===== src/rtl/dds_pkg.sv =====
// Shared constants, FSM state type and K-estimate helper for the DDS measurement blocks.
package dds_pkg;

    localparam int unsigned DW  = 10;   // sample width, offset binary
    localparam int unsigned MID = 512;  // midscale crossing level
    localparam int unsigned HW  = 9;    // hysteresis half-width
    localparam int unsigned KW  = 32;   // tuning word width

    typedef enum logic [1:0] {
        IDLE,
        ARM,
        MEASURE,
        DONE
    } state_e;

    // A window of 2^gate_log2 samples holding cnt rising crossings gives K = cnt * 2^(32-gate_log2).
    function automatic logic [KW-1:0] count_to_k(input logic [KW-1:0] cnt,
                                                 input int unsigned  gate_log2);
        return cnt << (KW - gate_log2);
    endfunction

endpackage


===== src/rtl/dds_schmitt_edge.sv =====
// Registered input stage, hysteresis comparator and rising-edge pulse around midscale.
module dds_schmitt_edge
    import dds_pkg::*;
(
    input  logic          clk,
    input  logic          rst_n,
    input  logic          sample_valid_i,
    input  logic [DW-1:0] sample_i,
    input  logic [HW-1:0] hyst_i,
    output logic          valid_o,
    output logic          rise_o
);

    localparam int unsigned CW = DW + 1;

    logic [DW-1:0] sample_q;
    logic          sval_q;
    logic          lvl_q;
    logic          lvl_d;
    logic          rise_q;
    logic          valid_q;
    logic [CW-1:0] hi_c;
    logic [CW-1:0] lo_c;
    logic [CW-1:0] smp_c;

    // Thresholds one bit wider than the sample so MID +/- hyst never wraps; set wins on a tie.
    always_comb begin
        hi_c  = CW'(MID) + CW'(hyst_i);
        lo_c  = CW'(MID) - CW'(hyst_i);
        smp_c = CW'(sample_q);
        lvl_d = lvl_q;
        if (sval_q) begin
            if (smp_c >= hi_c) begin
                lvl_d = 1'b1;
            end else if (smp_c <= lo_c) begin
                lvl_d = 1'b0;
            end
        end
    end

    // Input register, Schmitt level, and rise/valid aligned two cycles after the sample.
    always_ff @(posedge clk or negedge rst_n) begin
        if (!rst_n) begin
            sample_q <= '0;
            sval_q   <= 1'b0;
            lvl_q    <= 1'b0;
            rise_q   <= 1'b0;
            valid_q  <= 1'b0;
        end else begin
            sample_q <= sample_i;
            sval_q   <= sample_valid_i;
            lvl_q    <= lvl_d;
            rise_q   <= ~lvl_q & lvl_d;
            valid_q  <= sval_q;
        end
    end

    assign valid_o = valid_q;
    assign rise_o  = rise_q;

endmodule


===== src/rtl/dds_freq_meter.sv =====
// Gated rising-crossing counter that estimates a DDS tuning word without a divider.
module dds_freq_meter
    import dds_pkg::*;
#(
    parameter int unsigned GATE_LOG2 = 16
) (
    input  logic                 clk,
    input  logic                 rst_n,
    input  logic                 start,
    input  logic                 sample_valid,
    input  logic [DW-1:0]        sample,
    input  logic [HW-1:0]        hyst,
    output logic                 busy,
    output logic                 done,
    output logic [KW-1:0]        k_est,
    output logic [GATE_LOG2-1:0] cross_cnt,
    output logic                 no_signal
);

    localparam int unsigned     GW        = GATE_LOG2;
    localparam logic [GW-1:0]   GATE_LAST = '1;

    state_e          state_q, state_d;
    logic [GW-1:0]   gate_q, gate_d;
    logic [GW-1:0]   cnt_q, cnt_d;
    logic [HW-1:0]   hyst_q, hyst_d;
    logic            busy_q, busy_d;
    logic            done_q, done_d;
    logic [KW-1:0]   k_q, k_d;
    logic [GW-1:0]   cross_q, cross_d;
    logic            nosig_q, nosig_d;
    logic            valid_c;
    logic            rise_c;

    dds_schmitt_edge u_edge (
        .clk            (clk),
        .rst_n          (rst_n),
        .sample_valid_i (sample_valid),
        .sample_i       (sample),
        .hyst_i         (hyst_q),
        .valid_o        (valid_c),
        .rise_o         (rise_c)
    );

    // Next-state and result logic: arm on the first rise, then count rises over the gate window.
    always_comb begin
        state_d = state_q;
        gate_d  = gate_q;
        cnt_d   = cnt_q;
        hyst_d  = hyst_q;
        busy_d  = busy_q;
        done_d  = 1'b0;
        k_d     = k_q;
        cross_d = cross_q;
        nosig_d = nosig_q;
        unique case (state_q)
            IDLE: begin
                if (start) begin
                    state_d = ARM;
                    busy_d  = 1'b1;
                    gate_d  = '0;
                    cnt_d   = '0;
                    hyst_d  = hyst;
                end
            end
            ARM: begin
                if (valid_c) begin
                    if (rise_c) begin
                        state_d = MEASURE;
                        gate_d  = '0;
                        cnt_d   = '0;
                    end else if (gate_q == GATE_LAST) begin
                        state_d = DONE;
                        busy_d  = 1'b0;
                        done_d  = 1'b1;
                        nosig_d = 1'b1;
                        k_d     = '0;
                        cross_d = '0;
                    end else begin
                        gate_d = gate_q + GW'(1);
                    end
                end
            end
            MEASURE: begin
                if (valid_c) begin
                    cnt_d = cnt_q + GW'(rise_c);
                    if (gate_q == GATE_LAST) begin
                        state_d = DONE;
                        busy_d  = 1'b0;
                        done_d  = 1'b1;
                        nosig_d = 1'b0;
                        cross_d = cnt_d;
                        k_d     = count_to_k(KW'(cnt_d), GATE_LOG2);
                    end else begin
                        gate_d = gate_q + GW'(1);
                    end
                end
            end
            DONE: begin
                state_d = IDLE;
            end
            default: begin
                state_d = IDLE;
            end
        endcase
    end

    // State and output registers.
    always_ff @(posedge clk or negedge rst_n) begin
        if (!rst_n) begin
            state_q <= IDLE;
            gate_q  <= '0;
            cnt_q   <= '0;
            hyst_q  <= '0;
            busy_q  <= 1'b0;
            done_q  <= 1'b0;
            k_q     <= '0;
            cross_q <= '0;
            nosig_q <= 1'b0;
        end else begin
            state_q <= state_d;
            gate_q  <= gate_d;
            cnt_q   <= cnt_d;
            hyst_q  <= hyst_d;
            busy_q  <= busy_d;
            done_q  <= done_d;
            k_q     <= k_d;
            cross_q <= cross_d;
            nosig_q <= nosig_d;
        end
    end

    assign busy      = busy_q;
    assign done      = done_q;
    assign k_est     = k_q;
    assign cross_cnt = cross_q;
    assign no_signal = nosig_q;

endmodule


===== config.mk =====
export PLATFORM = sky130hd
export DESIGN_NAME = dds_freq_meter
export DESIGN_NICKNAME = d
export VERILOG_FILES = /design/src/rtl/dds_pkg.sv /design/src/rtl/dds_schmitt_edge.sv /design/src/rtl/dds_freq_meter.sv
export SDC_FILE = /design/constraint.sdc
export NUM_CORES = 1
export LEC_CHECK = 0
export CORE_AREA = 2 2 103 105
export CTS_CLUSTER_DIAMETER = 120
export DETAILED_ROUTE_END_ITERATION = 16
export DIE_AREA = 0 0 105 107
export PLACE_DENSITY = 0.68
export REMOVE_ABC_BUFFERS = 1
export SETUP_SLACK_MARGIN = 0.1
export SLEW_MARGIN = 15
export SYNTH_ARGS = -nofsm -noshare
export SYNTH_HDL_FRONTEND = slang
export SYNTH_SLANG_ARGS = --single-unit

===== constraint.sdc =====
create_clock -name clk -period 2.75 [get_ports clk]
set_input_delay 0.55 -clock clk [delete_from_list [all_inputs] [get_ports clk]]
set_output_delay 0.55 -clock clk [all_outputs]
set_load 0.02 [all_outputs]

==> run metrics, run 1 <==
final setup violating endpoints=0; area of the core=10100 um^2; IR drop worst, VDD=0.000357 V; transition at the pin with the smallest max-transition slack=0.940 ns; proportion of netlist area held by the largest area contributor=42.5%; unrepaired setup endpoints after global routing=true; Data required, critical path=2.99 ns; final design instance area without fill=5330 um^2; layout cell share with drive strength beyond 1=13.6%; library cell occupying the most area in the post-synthesis netlist=dfrtp_1; total global routing overflow=0; clock transition at the register clock pins on the worst setup and hold paths after CTS=0.08 ns; number of max-slew violations in the final report=0; sequential share of the synthesized area=42.5%; CTS tree=yes; count of buffers inserted at the top-level ports=57; root buffer cell=clkbuf_8; number of nets still failing antenna checks after routing=0; Relative slew margins=37.4%; routing layer with the top usage in global route=met2; synthesized instance count=455; outcome=completed; top post-synthesis cells by count=dfrtp_1, nand2_1, buf_4; GR met2 Demand/Resource=28.2%; half-perimeter wire length after detailed placement=6.15 mm; overall via count from detail_route=3372; internal reg-to-reg setup slack=0.22 ns; TritonCTS buffer count=9; final std cells w/o fill=644; Area Overhead vs Synth=19.2%; crit end category=flop; combined area of all synthesized cells=4470 um^2; area enclosed by the die boundary=11200 um^2; number of core rows=37; post-cts hold buffer count=0; arrival time at the worst endpoint=2.77 ns; crit start category=flop; most common cell in the synthesized netlist=dfrtp_1; insertion delay to the later sink of the worst-skew pair=0.35 ns; total negative slack=0 ns; cell total after placement=626; count of max-cap constraint violations=0; final routed wire length divided by cell count=13.6 um; via count of the first global-routing pass=3271; Max Root-Sink Buffers=2; class of the tightest hold or removal check=in -> async; Avg Synthesized Cell Area=9.83 um^2; static power due to leakage=2.25 nW; placer congestion estimate=0.844; count of antenna diodes in the layout=0; DRT Wirelength=8.74 mm; maximum fanout encountered on the critical timing path=3; Starting Density=44.3%; wire length of the first global-routing pass=15.0 mm; top_reg_cell synth=dfrtp_1; met3 Track Usage GR=3.95%; number of antenna violations at the first check in global routing=0; net total in the final layout=552; overall routing resource usage=16.5%; startpoint-to-endpoint class of the critical path=reg -> reg; area post-placement=5010 um^2; Fin Clk Skew=0.0126 ns; I/O pins=74; number of enable flip-flop cells after synthesis=0; number of clock sinks=76; CTS HTree Levels=3; via density per instance=5.24; Pre-Repair DR Iteration Count=5; final period demand of the worst path=2.53 ns; post-synthesis sequential element count=76; DRC violation count after routing=0; cell area power density=689 nW/um^2; maximum number of pins on one net before global-route repair=77; number of synthesis warnings=0; grt met1 use=20.2%; fraction of registers with async set/reset=100%; final count of hold timing violations=0; final period utilization=91.9%; Max Clock Freq=396 MHz; cell types occupying the most area after synthesis=dfrtp_1, ha_1, buf_4, nand2_1, xnor2_1; violation count after the first detailed-route iteration=157; Die Span Y=107 um; chip width=105 um; synth unique cells=58
## cells in the final DEF, fill, tap and decap left out, types with 11 or more instances in the layout
cell,Yosys,final
nand4_1,11,11
a21oi_1,14,14
o21ai_0,23,23
xnor2_1,15,14
ha_1,26,24
conb_1,1,16
nand2_1,52,52
inv_1,19,19
buf_4,32,12
clkdlybuf4s50_1,0,56
dfrtp_1,76,75
nor2_1,25,25
nand3_1,21,19
## through the flow
| stage | power, mW | hold WS, ns | setup WS [ns] | util, % |
|---|---|---|---|---|
| after floorplan | 2.20 | 0.254 | 0.212 | - |
| after global placement | 2.52 | 0.416 | 0.137 | 49.6 |
| after detailed placement | 2.57 | 0.422 | 0.0450 | 49.6 |
| after CTS | 3.66 | 0.366 | 0.175 | 52.2 |
| after global routing | 3.93 | 0.419 | 0.0623 | 52.8 |
| final | 3.67 | 0.340 | 0.224 | 52.8 |
## sequential cells by signal, summed over array words and instances, names as in the netlist
register         count
cnt_q               16
gate_q              16
k_est               16
u_edge.sample_q     10
hyst_q               9
state_q              2
busy                 1
done                 1
no_signal            1
u_edge.lvl_q         1
u_edge.rise_o        1
u_edge.sval_q        1
u_edge.valid_o       1
## power breakdown
| group | switching, mW | internal, mW |
|---|---|---|
| Combinational | 0.721 | 0.539 |
| Clock | 0.425 | 0.628 |
| Sequential | 0.132 | 1.23 |
| Total | 1.28 | 2.40 |
## worst max-delay path, stage by stage, from the launching register on
cell and delay, ns:
dfrtp_1 0.43, nor4_4 0.32, nand2_1 0.10, nor3_2 0.25, buf_4 0.16, xnor2_2 0.06, ha_2 0.19, nand3_2 0.06
nand4b_1 0.11, or4_1 0.53, a31o_2 0.21
## what timing repair did
action / CTS / global route
gates cloned: 0 / 0
setup endpoints to repair: 1 / 3
setup buffers: 0 / 2
gates resized for setup: 2 / 8
pin swaps: 0 / 9
## layer usage
layer	wire, um	vias to the layer above
met1	3880	1593
met3	455	16
met4	156	0
met5	0	-
li1	-	1663
met2	4240	100
## final timing paths
check / startpoint / endpoint / depth (start not counted)
max reg2reg: hyst_q[5] / u_edge.lvl_q / 10
min reg2reg: u_edge.lvl_q / u_edge.rise_o / 1
max: hyst_q[5] / u_edge.lvl_q / 10
max in group asynchronous: rst_n / hyst_q[4] / 1
min: rst_n / k_est[23] / 1
min in group clk: u_edge.lvl_q / u_edge.rise_o / 1
## kinds of logic (layout without fill, tap and decap cells)
logic type                 after synthesis  count (layout)  synth area share, %
AOI/OAI and AO/OA                       82              82                 12.8
buffers and inverters                   66             104                 9.01
and+or+nand+nor                        166             166                 20.3
adders and majority gates               26              26                 7.27
DFF                                     76              76                 42.5
other                                    1              16               0.0838
xor gates and xnor gates                25              25                 4.90
muxes                                   13              13                 3.19
## layout make-up
cell class	count	area, um^2
Sequential cell	76	1900
Clock buffer	10	138
Multi-Input combinational cell	328	2280
Timing Repair Buffer	68	651
Fill cell	969	4760
Inverter	20	75.1
Clock inverter	6	111
Tap cell	136	170
Power figures use the tool's default switching activity.
==> run 2, diff against run 1 <==
--- a/config.mk
+++ b/config.mk
@@ -6,6 +6,7 @@
 export NUM_CORES = 1
 export LEC_CHECK = 0
 export CORE_AREA = 2 2 103 105
+export CTS_BUF_LIST = sky130_fd_sc_hd__clkbuf_8
 export CTS_CLUSTER_DIAMETER = 120
 export DETAILED_ROUTE_END_ITERATION = 16
 export DIE_AREA = 0 0 105 107
==> results of run 2 <==
No change in the layout: final DEF, timing and power equal those of run 1.
==> run 3, diff against run 2 <==
--- a/config.mk
+++ b/config.mk
@@ -10,6 +10,7 @@
 export CTS_CLUSTER_DIAMETER = 120
 export DETAILED_ROUTE_END_ITERATION = 16
 export DIE_AREA = 0 0 105 107
+export HOLD_SLACK_MARGIN = 0.05
 export PLACE_DENSITY = 0.68
 export REMOVE_ABC_BUFFERS = 1
 export SETUP_SLACK_MARGIN = 0.1
==> results of run 3 <==
No change in the layout: final DEF, timing and power equal those of run 1.
